<file path="src/rtl/moving_sum_sub_pkg.sv">
// Shared definitions for the STFT front-end datapath: window FSM encoding
// and the default sample word length / window depth.
package moving_sum_sub_pkg;

    // Default sample width and window depth used across the STFT datapath.
    localparam int STFT_WL    = 8;
    localparam int STFT_LOG2D = 2;

    // FILL: window still collecting its first DEPTH samples.
    // RUN : window full, every accept retires the oldest sample.
    typedef enum logic {
        FILL = 1'b0,
        RUN  = 1'b1
    } win_state_t;

endpackage : moving_sum_sub_pkg

</file>
<file path="src/rtl/moving_sum_sub_if.sv">
// Sample-stream bundle of the moving-sum block: strobe, clear and sample
// in, registered window sum with its valid/full flags out.
interface moving_sum_sub_if
    import moving_sum_sub_pkg::*;
#(
    parameter int WL    = STFT_WL,
    parameter int LOG2D = STFT_LOG2D
);

    logic                        iEN;
    logic                        iCLR;
    logic signed [WL-1:0]        idata;
    logic signed [WL+LOG2D-1:0]  odata;
    logic                        oVALID;
    logic                        oFULL;

    // Sample producer / result consumer side.
    modport master (
        output iEN,
        output iCLR,
        output idata,
        input  odata,
        input  oVALID,
        input  oFULL
    );

    // Moving-sum block side.
    modport slave (
        input  iEN,
        input  iCLR,
        input  idata,
        output odata,
        output oVALID,
        output oFULL
    );

endinterface : moving_sum_sub_if

</file>
<file path="src/rtl/moving_sum_sub_window_buf.sv">
// Circular sample store for the moving sum: one synchronous write port and
// one asynchronous read port sharing the same address. No reset, so it maps
// onto distributed RAM; stale contents are masked by the FILL state upstream.
module window_buf
    import moving_sum_sub_pkg::*;
#(
    parameter int WL    = STFT_WL,
    parameter int LOG2D = STFT_LOG2D
) (
    input  logic                  iCLK,
    input  logic                  we_i,
    input  logic [LOG2D-1:0]      addr_i,
    input  logic signed [WL-1:0]  wdata_i,
    output logic signed [WL-1:0]  rdata_o
);

    localparam int DEPTH = 2 ** LOG2D;

    logic signed [WL-1:0] mem_q [DEPTH];

    // Store the accepted sample at the write pointer.
    always_ff @(posedge iCLK) begin
        if (we_i) begin
            mem_q[addr_i] <= wdata_i;
        end
    end

    // Read-before-write: the entry at the pointer is the sample leaving the window.
    assign rdata_o = mem_q[addr_i];

endmodule : window_buf

</file>
<file path="src/rtl/moving_sum_sub.sv">
// Moving sum over the last 2**LOG2D accepted signed samples. A running
// accumulator adds each new sample and, once the window is full, subtracts
// the sample it displaces from the circular buffer. One-cycle latency.
module moving_sum_sub
    import moving_sum_sub_pkg::*;
#(
    parameter int WL    = STFT_WL,
    parameter int LOG2D = STFT_LOG2D
) (
    input  logic               iCLK,
    input  logic               iRSTn,
    moving_sum_sub_if.slave    bus
);

    localparam int DEPTH = 2 ** LOG2D;
    localparam int SW    = WL + LOG2D;
    localparam logic [LOG2D:0] CNT_LAST = (LOG2D + 1)'(DEPTH - 1);

    // Widen a sample to the accumulator width, preserving its sign.
    function automatic logic signed [SW-1:0] sext(input logic signed [WL-1:0] x);
        return {{LOG2D{x[WL-1]}}, x};
    endfunction

    // Accumulator update: add the incoming sample, retire the oldest when running.
    // The sum of DEPTH WL-bit samples always fits SW bits, so no saturation.
    function automatic logic signed [SW-1:0] next_sum(
        input logic signed [SW-1:0] acc,
        input logic signed [WL-1:0] din,
        input logic signed [WL-1:0] dold,
        input logic                 run
    );
        logic signed [SW-1:0] add_v;
        logic signed [SW-1:0] sub_v;
        add_v = sext(din);
        sub_v = run ? sext(dold) : '0;
        return acc + add_v - sub_v;
    endfunction

    win_state_t            state_q,  state_d;
    logic [LOG2D-1:0]      wr_ptr_q, wr_ptr_d;
    logic [LOG2D:0]        count_q,  count_d;
    logic signed [SW-1:0]  odata_q,  odata_d;
    logic                  ovalid_q, ovalid_d;
    logic                  ofull_q,  ofull_d;

    logic                  accept;
    logic signed [WL-1:0]  oldest;

    // Clear wins over the strobe; a sample on a clearing edge is dropped.
    assign accept = bus.iEN & ~bus.iCLR;

    window_buf #(
        .WL    (WL),
        .LOG2D (LOG2D)
    ) u_window_buf (
        .iCLK    (iCLK),
        .we_i    (accept),
        .addr_i  (wr_ptr_q),
        .wdata_i (bus.idata),
        .rdata_o (oldest)
    );

    // Next-state for pointer, fill counter, FSM, accumulator and flags.
    always_comb begin
        state_d  = state_q;
        wr_ptr_d = wr_ptr_q;
        count_d  = count_q;
        odata_d  = odata_q;
        ovalid_d = 1'b0;
        if (bus.iCLR) begin
            state_d  = FILL;
            wr_ptr_d = '0;
            count_d  = '0;
            odata_d  = '0;
        end else if (bus.iEN) begin
            wr_ptr_d = wr_ptr_q + 1'b1;
            odata_d  = next_sum(odata_q, bus.idata, oldest, state_q == RUN);
            if (state_q == FILL) begin
                count_d = count_q + 1'b1;
                if (count_q == CNT_LAST) begin
                    state_d  = RUN;
                    ovalid_d = 1'b1;
                end
            end else begin
                ovalid_d = 1'b1;
            end
        end
        ofull_d = (state_d == RUN);
    end

    // Register all window state and outputs; reset discards the window.
    always_ff @(posedge iCLK or negedge iRSTn) begin
        if (!iRSTn) begin
            state_q  <= FILL;
            wr_ptr_q <= '0;
            count_q  <= '0;
            odata_q  <= '0;
            ovalid_q <= 1'b0;
            ofull_q  <= 1'b0;
        end else begin
            state_q  <= state_d;
            wr_ptr_q <= wr_ptr_d;
            count_q  <= count_d;
            odata_q  <= odata_d;
            ovalid_q <= ovalid_d;
            ofull_q  <= ofull_d;
        end
    end

    assign bus.odata  = odata_q;
    assign bus.oVALID = ovalid_q;
    assign bus.oFULL  = ofull_q;

endmodule : moving_sum_sub

</file>
<file path="src/flat_wrapper.sv">
// flat-port wrapper written by rule: the top's interface ports become plain ports
module moving_sum_sub_flat import moving_sum_sub_pkg::*;
#(
    parameter int WL    = STFT_WL,
    parameter int LOG2D = STFT_LOG2D
)
  (iCLK, iRSTn, bus_iEN, bus_iCLR, bus_idata, bus_odata, bus_oVALID, bus_oFULL);
  moving_sum_sub_if #(.WL(WL), .LOG2D(LOG2D)) bus_i ();
  input  logic iCLK;
  input  logic iRSTn;
  input wire logic [$bits(bus_i.iEN)-1:0] bus_iEN;
  input wire logic [$bits(bus_i.iCLR)-1:0] bus_iCLR;
  input wire logic [$bits(bus_i.idata)-1:0] bus_idata;
  output wire logic [$bits(bus_i.odata)-1:0] bus_odata;
  output wire logic [$bits(bus_i.oVALID)-1:0] bus_oVALID;
  output wire logic [$bits(bus_i.oFULL)-1:0] bus_oFULL;
  assign bus_i.iEN = bus_iEN;
  assign bus_i.iCLR = bus_iCLR;
  assign bus_i.idata = bus_idata;
  assign bus_odata = bus_i.odata;
  assign bus_oVALID = bus_i.oVALID;
  assign bus_oFULL = bus_i.oFULL;
  moving_sum_sub #(.WL(WL), .LOG2D(LOG2D)) u_core (.iCLK(iCLK), .iRSTn(iRSTn), .bus(bus_i));
endmodule
</file>
<file path="config.mk">
export PLATFORM = sky130hd
export DESIGN_NAME = moving_sum_sub_flat
export DESIGN_NICKNAME = d
export VERILOG_FILES = /design/src/rtl/moving_sum_sub_pkg.sv /design/src/rtl/moving_sum_sub_if.sv /design/src/rtl/moving_sum_sub_window_buf.sv /design/src/rtl/moving_sum_sub.sv /design/src/flat_wrapper.sv
export SDC_FILE = /design/constraint.sdc
export NUM_CORES = 1
export LEC_CHECK = 0
export CAP_MARGIN = 10
export CORE_MARGIN = 2
export CORE_UTILIZATION = 45
export DETAILED_ROUTE_END_ITERATION = 12
export PLACE_DENSITY = 0.73
export SYNTH_ARGS = -nofsm -noshare
export SYNTH_HDL_FRONTEND = slang
export SYNTH_HIERARCHICAL = 1
export SYNTH_SLANG_ARGS = --single-unit
</file>
<file path="constraint.sdc">
create_clock -name iCLK -period 10.1 [get_ports iCLK]
set_input_delay 2.02 -clock iCLK [delete_from_list [all_inputs] [get_ports iCLK]]
set_output_delay 2.02 -clock iCLK [all_outputs]
set_load 0.005 [all_outputs]
</file>
## After elaboration in Yosys (flattened, before gate mapping)

Memory sizes are Yosys's and may differ from the RTL's.
Index checks and enable logic that the tools add are counted.

| cells by class | value |
|---|---|
| add/subtract/negate cells | 4 |
| eq/ne operators | 2 |
| mux-type cells | 16 |
| bitwise operators | 2 |
| reductions and logical operators | 2 |

Operator list:

| cell | count |
|---|---|
| 2-to-1 mux 10 bit | 3 |
| adder 10 x 8 -> 10 bit | 1 |
| subtractor 10 bit | 1 |
| 2-to-1 mux 3 bit | 3 |
| 2-to-1 mux 1 bit | 8 |
| 2-to-1 mux 2 bit | 2 |
| adder 3 x 1 -> 3 bit, second input constant | 1 |
| equality test 3 x 2 -> 1 bit, second input constant | 1 |
| adder 2 x 1 -> 2 bit, second input constant | 1 |
| inequality test 2 bit, second input constant | 1 |
| AND reduction 2 bit | 1 |
| nonzero test 2 bit | 1 |
| AND 1 bit | 1 |
| NOT 1 bit | 1 |

| word-level totals | value |
|---|---|
| register bits | 17 |
| RAM bits | 32 |
| input bits | 12 |
| word-level logic and storage cells | 32 |
| memories | 1 |

Memory list:

| memory | words | bits a word | rd ports | clocked after memory_dff | wr ports | line | RTL |
|---|---|---|---|---|---|---|---|
| u_core.u_window_buf.mem_q | 4 | 8 | 1 | 0 | 1 | moving_sum_sub_window_buf.sv:19 | `logic signed [WL-1:0] mem_q [DEPTH];` |

## Logic depth before layout (Yosys ltp)

Gate-level depths: netlist of the first run.

| logic depth | value |
|---|---|
| depth after elaboration | 5 |
| depth in mapped cells | 12 |
| mapped depth without buffers | 12 |

## Modules after synthesis

The synthesis of the first run kept the hierarchy.

By module, submodules not included:

| module | instances | cells each | area each (µm²) | seq. area each (µm²) |
|---|---|---|---|---|
| moving_sum_sub | 1 | 162 | 1,451.4 | 425.4 |
| window_buf | 1 | 46 | 1,199.9 | 960.9 |

## Worst setup path before layout of the first run

Ideal clock, no wire load.

| timing path | value |
|---|---|
| path type | input to register |
| from | in bus_idata[3] |
| to | reg u_core.odata_q[9] (netlist: u_core/bus.odata[9]) |
| setup time | 73 ps |
| data arrival time | 4,228 ps |
| path slack | 5,799 ps |
| stages on the path | 10 |
| path buffers | 0 |
| path through | inv_1 fa_1 inv_1 ha_1 a21o_1 a21oi_2 a211oi_1 or4b_1 a21o_1 a21oi_2 |

| between the ends | value |
|---|---|
| cells in the longest elaborated chain, start to end | 4 |

Ends and longest elaborated chain:

| element | line | RTL |
|---|---|---|
| from (decl) | flat_wrapper.sv:13 | `input wire logic [$bits(bus_i.idata)-1:0] bus_idata;` |
| adder 10 x 8 -> 10 bit | moving_sum_sub.sv:36 | `return acc + add_v - sub_v;` |
| subtractor 10 bit | moving_sum_sub.sv:36 |  |
| 2-to-1 mux 10 bit | moving_sum_sub.sv:75 | `end else if (bus.iEN) begin` |
| 2-to-1 mux 10 bit | moving_sum_sub.sv:70 | `if (bus.iCLR) begin` |
| to (signal assigned) | moving_sum_sub.sv:104 | `odata_q <= odata_d;` |
| to (decl) | moving_sum_sub.sv:42 | `logic signed [SW-1:0] odata_q, odata_d;` |

Every way passes these cells. The select of a mux whose other input is x is not followed.
A chain may end at the register's enable or synchronous reset.

## Final worst setup path of the first run

Ends and elaborated chain as after synthesis.

==> results.ini, run 1 <==
[power]
power_density_nw_per_um2=199
p_leak_nw=1.28
peakVddDrop_v=0.000108

[critical_path]
r2r-end=u_core/bus.odata[9]
r2r-start=u_core/wr_ptr_q[0]
path_cells=clkdlybuf4s50_1 > inv_1 > fa_1 > inv_1 > ha_1 > a21o_1 > a21oi_2 > a211oi_1 > or4b_1 > a21o_1 > a21oi_2
path_class=in2reg
r2r_cells=11
critPathArrivalTime_ns=4.89
r2r_slack_ns=6.28
slowest_delay_ns=0.55
start_kind=input port
crit_family=adder cells
endpoint_kind=register
cp.required_ns=10.34
worst-path-buf-inv=3
critPathMaxFanout=5
slowest_stage=or4b_1

[detailed_routing]
drc=0
wire_per_inst_um=15.5
first_iter_violations=67
first_pass_iters=4
postRouteAntennaNets=0
via_per_inst=5.17
wl_mm=4.76
vias=1586

[global_route]
first_global_vias=1609
grt_usage=0.162
grt_max_degree=23
grt_pass1_wl_mm=7.94
overflow=0
antenna_found_initial=0

[placed_design]
post_dp_cell_area_um2=2950
gp_congestion=0.807
placedCellCount=299
numPortBuffers=23
place_ws_ns=5.11
post-dp-hpwl_mm=3.36

[yosys]
yosysMostFrequentCell=inv_1
syn_avg_cell_area_um2=12.7
synthesis.nets=242
yosysUniqueCellTypes=39
postSynth.asyncResetShare=0.347
synthCells=208
synth_seq_area_share=0.523
yosys-top-cells-area=edfxtp_1 (36%), dfrtp_1 (16%), fa_1 (6.8%)
yosysWarnings=6
yosys.area.top_type=edfxtp_1
ys_ff_latch=49
synth.cell_area_um2=2650
synth_common_cells=inv_1 (36), edfxtp_1 (32), dfrtp_1 (17)
ys.flop_type=edfxtp_1
synth_edf_count=32
yosys.area.top_type_share=0.362

[timing]
fmax_mhz=215
fin_skew_ns=0.00639
drv_slew=0
period_minus_slack_ns=4.65
finalSetupViolCount=0
rsz0062_at_grt=false
min_period_over_period=0.461
postLayoutSetupSlackWorst_ns=5.45
hold_viol_final=0
worst_pin_slew_ns=0.816
tns_ns=0
relSlewSlack=0.454

[final_layout]
finalNonFillerCells=307
antenna_cells=0
final_area_um2=3070
nets=268
drive_gt1_frac=0.0936
area_growth_pct=15.8

[run_status]
status=completed

[clock_network]
cts_tree=done
cts_hold_buf=0
h-tree-depth=2
clk_pin_slew_ns=0.09
cts_buffers=5
clock-root-buffer=clkbuf_8
cts_resized=0
clk_latency_ns=0.30
clockBufferDepth=2
clock-sinks=49
postCtsSetupBuffers=0

[die]
start_util=0.473
chipWidth_um=80.8
rows=27
ios=24
die_area_um2=6520
dieHeight_um=80.8
core_area_um2=5610

[hold_path]
min_path_cells=2
holdPathEnd=u_core/count_q[1]
hp-class=reg2reg
min_from=u_core/count_q[1]

[run]
maxCapViolations=0

routing by layer:
layer / GRT usage / share of wire
met1: 0.232 / 0.48
met4: 0.0356 / 0.0063
met2: 0.263 / 0.48
met5: 0 / 0
met3: 0.0289 / 0.030
cells by family after synthesis:
kind of cell               Yosys count  synth area share
adders and majority gates           22             0.129
DFF                                 49             0.523
buffers and inverters               43            0.0661
AOI/OAI and AO/OA                   27            0.0680
xor gates and xnor gates             9            0.0297
and+or+nand+nor                     44            0.0906
muxes                               14            0.0934
state kept, by name (all words and copies together), names as in the netlist:
name and count:
u_core/count_q 3, u_core/bus.odata 10, u_core/wr_ptr_q 2, u_core/bus.oVALID 1
u_core/bus.oFULL 1, u_core/u_window_buf/mem_q 32
layout make-up:
type | count | area, um^2
clock inverter | 3 | 47.5
sequential | 49 | 1390
tap | 72 | 90.1
inverter | 36 | 135
clock buffer | 5 | 68.8
multi-input combinational | 116 | 1090
fill | 500 | 2540
timing repair buffer | 26 | 253
worst reg2reg max path, cell delays in order, from the launching register on:
cell and delay (ns):
dfrtp_1 0.79, mux4_2 0.58, and2_1 0.18, fa_1 0.48, inv_1 0.04, ha_1 0.34, a21o_1 0.21, a21oi_2 0.17
a211oi_1 0.10, or4b_1 0.55, a21o_1 0.20, a21oi_2 0.12
report_power, final:
part	switching, W	internal [W]	total, W
Clock	0.0000690	0.0000756	0.000145
Sequential	0.0000155	0.000232	0.000247
Combinational	0.000110	0.000108	0.000218
cells in the final DEF, fill, tap and decap left out, types with 3 or more instances in the layout:
| cell type | synthesis | final |
|---|---|---|
| a211oi_1 | 4 | 4 |
| a21o_1 | 4 | 4 |
| mux4_2 | 6 | 6 |
| ha_1 | 13 | 13 |
| fa_1 | 9 | 9 |
| xor2_1 | 4 | 4 |
| dfrtp_1 | 17 | 17 |
| xnor2_1 | 5 | 5 |
| edfxtp_1 | 32 | 32 |
| inv_1 | 36 | 36 |
| a21oi_1 | 7 | 7 |
| nor2_1 | 15 | 15 |
| clkdlybuf4s50_1 | 0 | 23 |
| and2_1 | 7 | 7 |
| mux2i_1 | 6 | 6 |
| o21a_1 | 3 | 3 |
| clkbuf_8 | 0 | 5 |
| nor2b_1 | 3 | 3 |
| buf_4 | 1 | 3 |
| nand2_1 | 6 | 6 |
worst max path at each step:
| stage | slack, ns | endpoint | cells past startpoint | from |
|---|---|---|---|---|
| floorplan | 5.80 | u_core/bus.odata[9] | 10 | bus_idata[3] |
| global placement | 5.16 | u_core/bus.odata[9] | 11 | bus_idata[3] |
| detailed placement | 5.11 | u_core/bus.odata[9] | 11 | bus_idata[3] |
| CTS | 5.44 | u_core/bus.odata[9] | 11 | bus_idata[3] |
| global route | 5.31 | u_core/bus.odata[9] | 11 | bus_idata[3] |
| finish | 5.45 | u_core/bus.odata[9] | 11 | bus_idata[3] |
metrics by stage:
step	util	power [W]	hold slack [ns]
floorplan	-	0.000403	0.490
global placement	0.527	0.000464	0.509
detailed placement	0.527	0.000470	0.529
CTS	0.548	0.000619	0.552
finish	0.548	0.000610	0.560
global route	0.548	0.000656	0.581
Note: power is estimated with default switching activity, not from simulation.
==> inputs of run 2 (changes only) <==
Clock period 10.1 ns to 4.4 ns, I/O delays scaled along.
==> run 2 against run 1 <==
  * Clock skew grew 0.0030 ns
  * Wire length is 1.6% lower
  * Combinational power is 130% higher
  * Critical path depth is the same
  * Non-clock buffer count stayed put
  * Final area shrank 0.90%
  * Sequential share of layout area grew 0.41 points
  * Sequential cell count stayed put
  * Final cell count did not move
  * Sequential power rose by 130%
  * Clock-buffer cell count rose by 1
  * Critical path type is now reg2reg
  * Highest routed layer unchanged
==> results.ini, run 2 (same netlist as run 1, synthesis figures left out) <==
[global_route]
grt_usage=0.165  ; +0.00232
grt_busiest_layer=met2
gr-usage-met2=0.277  ; +0.0142
antenna_found_initial=0  ; unchanged
use_met3=0.0311  ; +0.00222
met1_usage=0.219  ; -0.0135
grt_pass1_wl_mm=7.95  ; about the same
first_global_vias=1662  ; +3.3%
grt_max_degree=23  ; unchanged
overflow=0  ; unchanged

[critical_path]
path_cells=mux4_2 > and2_1 > fa_1 > inv_1 > ha_1 > a21o_1 > a21oi_2 > a211oi_1 > or4b_1 > a21o_1 > a21oi_2
path_class=reg2reg
slowest_stage=dfrtp_1
worst-path-buf-inv=1  ; -2
cp-startpoint=u_core/wr_ptr_q[0]
r2r_cells=11  ; unchanged
cp.required_ns=4.63  ; -5.71 ns
critPathMaxFanout=14  ; +9
slowest_delay_ns=0.77  ; +0.22 ns
crit_family=adder cells
crit_cells=11  ; unchanged
endpoint_kind=register
crit_end=u_core/bus.odata[9]
r2r-start=u_core/wr_ptr_q[0]
start_kind=register
critPathArrivalTime_ns=4.05  ; -0.84 ns
r2r_slack_ns=0.58  ; -5.70 ns
r2r-end=u_core/bus.odata[9]

[power]
power_density_nw_per_um2=437  ; +120%
peakVddDrop_v=0.000252  ; +130%
power_w=0.00133  ; +120%
p_leak_nw=1.26  ; -1.4%

[clock_network]
cts_tree=done
clk_latency_ns=0.30  ; about the same
cts_buffers=5  ; unchanged
postCtsSetupBuffers=0  ; unchanged
h-tree-depth=2  ; unchanged
cts_resized=0  ; unchanged
clock-sinks=49  ; unchanged
clk_pin_slew_ns=0.09  ; about the same
clockBufferDepth=2  ; unchanged
cts_hold_buf=0  ; unchanged
clock-root-buffer=clkbuf_8

[run_status]
status=completed

[final_layout]
area_growth_pct=14.8
top_register=u_core/u_window_buf/mem_q
nets=268  ; unchanged
drive_gt1_frac=0.0894  ; -0.00426
antenna_cells=0  ; unchanged
final_cell_mix=inv_1 (36), edfxtp_1 (32), clkdlybuf4s50_1 (23), dfrtp_1 (17), nor2_1 (15)
largest_reg_flops=32  ; unchanged
final_common_cell=inv_1

[timing]
tns_ns=0  ; unchanged
drv_slew=0  ; unchanged
hold_viol_final=0  ; unchanged
fin_skew_ns=0.00934  ; +0.00295 ns
rsz0062_at_grt=false
min_period_over_period=0.869
relSlewSlack=0.435  ; -0.0196
finalSetupViolCount=0  ; unchanged
whs_ns=0.551  ; -0.00872 ns
period_minus_slack_ns=3.82
worst_pin_slew_ns=0.845  ; +0.0293 ns
fmax_mhz=262

[placed_design]
gp_congestion=0.810  ; +0.42%
post-dp-hpwl_mm=3.32  ; -1.2%
numPortBuffers=23  ; unchanged

[die]
die_area_um2=6520  ; unchanged
dieHeight_um=80.8  ; unchanged
start_util=0.473  ; unchanged
chipWidth_um=80.8  ; unchanged
ios=24  ; unchanged
rows=27  ; unchanged
core_area_um2=5610  ; unchanged

[hold_path]
hp-class=reg2reg

[detailed_routing]
drc=0  ; unchanged
first_pass_iters=4  ; unchanged
postRouteAntennaNets=0  ; unchanged
first_iter_violations=118  ; +76%
wl_mm=4.68  ; -1.6%
via_per_inst=5.16  ; -0.13%
wire_per_inst_um=15.2  ; -1.6%
vias=1584  ; -0.13%

[run]
maxCapViolations=0  ; unchanged

==> run 2: layout make-up <==
cell class / instances / area (um^2)
clock inverter: 2 / 16.3
inverter: 36 / 135
fill: 507 / 2560
clock buffer: 6 / 72.6
tap: 72 / 90.1
timing repair buffer: 26 / 253
multi-input combinational: 116 / 1090
sequential: 49 / 1390
==> run 2: worst min-delay path, cell delays in order, from the launching register on <==
cell	delay (ns)
dfrtp_1	0.36
mux2i_1	0.07
nor2_1	0.09
==> run 2: metal layers <==
layer	wire, um	part of all wire	vias up
li1	-	-	768
met1	2180	0.47	785
met2	2310	0.49	24
met3	122	0.026	7
met4	68	0.015	0
met5	0	0	-
==> run 2: metrics by stage <==
stage / std cells / util / area, um^2 / setup slack [ns]
after floorplan: 208 / - / 2650 / 0.966
after global placement: 299 / 0.527 / 2950 / 0.593
after detailed placement: 299 / 0.527 / 2950 / 0.528
after CTS: 307 / 0.543 / 3040 / 0.559
after global routing: 307 / 0.543 / 3040 / 0.350
final: 307 / 0.543 / 3040 / 0.578
==> run 2: where the power goes <==
group	internal (W)	switching [W]
combinational	0.000249	0.000253
clock	0.000113	0.000149
sequential	0.000532	0.0000338
total	0.000894	0.000436
==> run 2: worst min-delay path by stage <==
stage | slack [ns] | start | cells past startpoint | end
2_1_floorplan | 0.49 | u_core/count_q[1] | 2 | u_core/count_q[1]
3_3_place_gp | 0.51 | u_core/count_q[1] | 2 | u_core/count_q[1]
3_5_place_dp | 0.54 | u_core/bus.odata[4] | 2 | u_core/bus.odata[4]
4_1_cts | 0.56 | u_core/bus.odata[4] | 2 | u_core/bus.odata[4]
5_1_grt | 0.60 | u_core/bus.odata[9] | 2 | u_core/bus.odata[9]
6_report | 0.55 | u_core/count_q[1] | 2 | u_core/count_q[1]
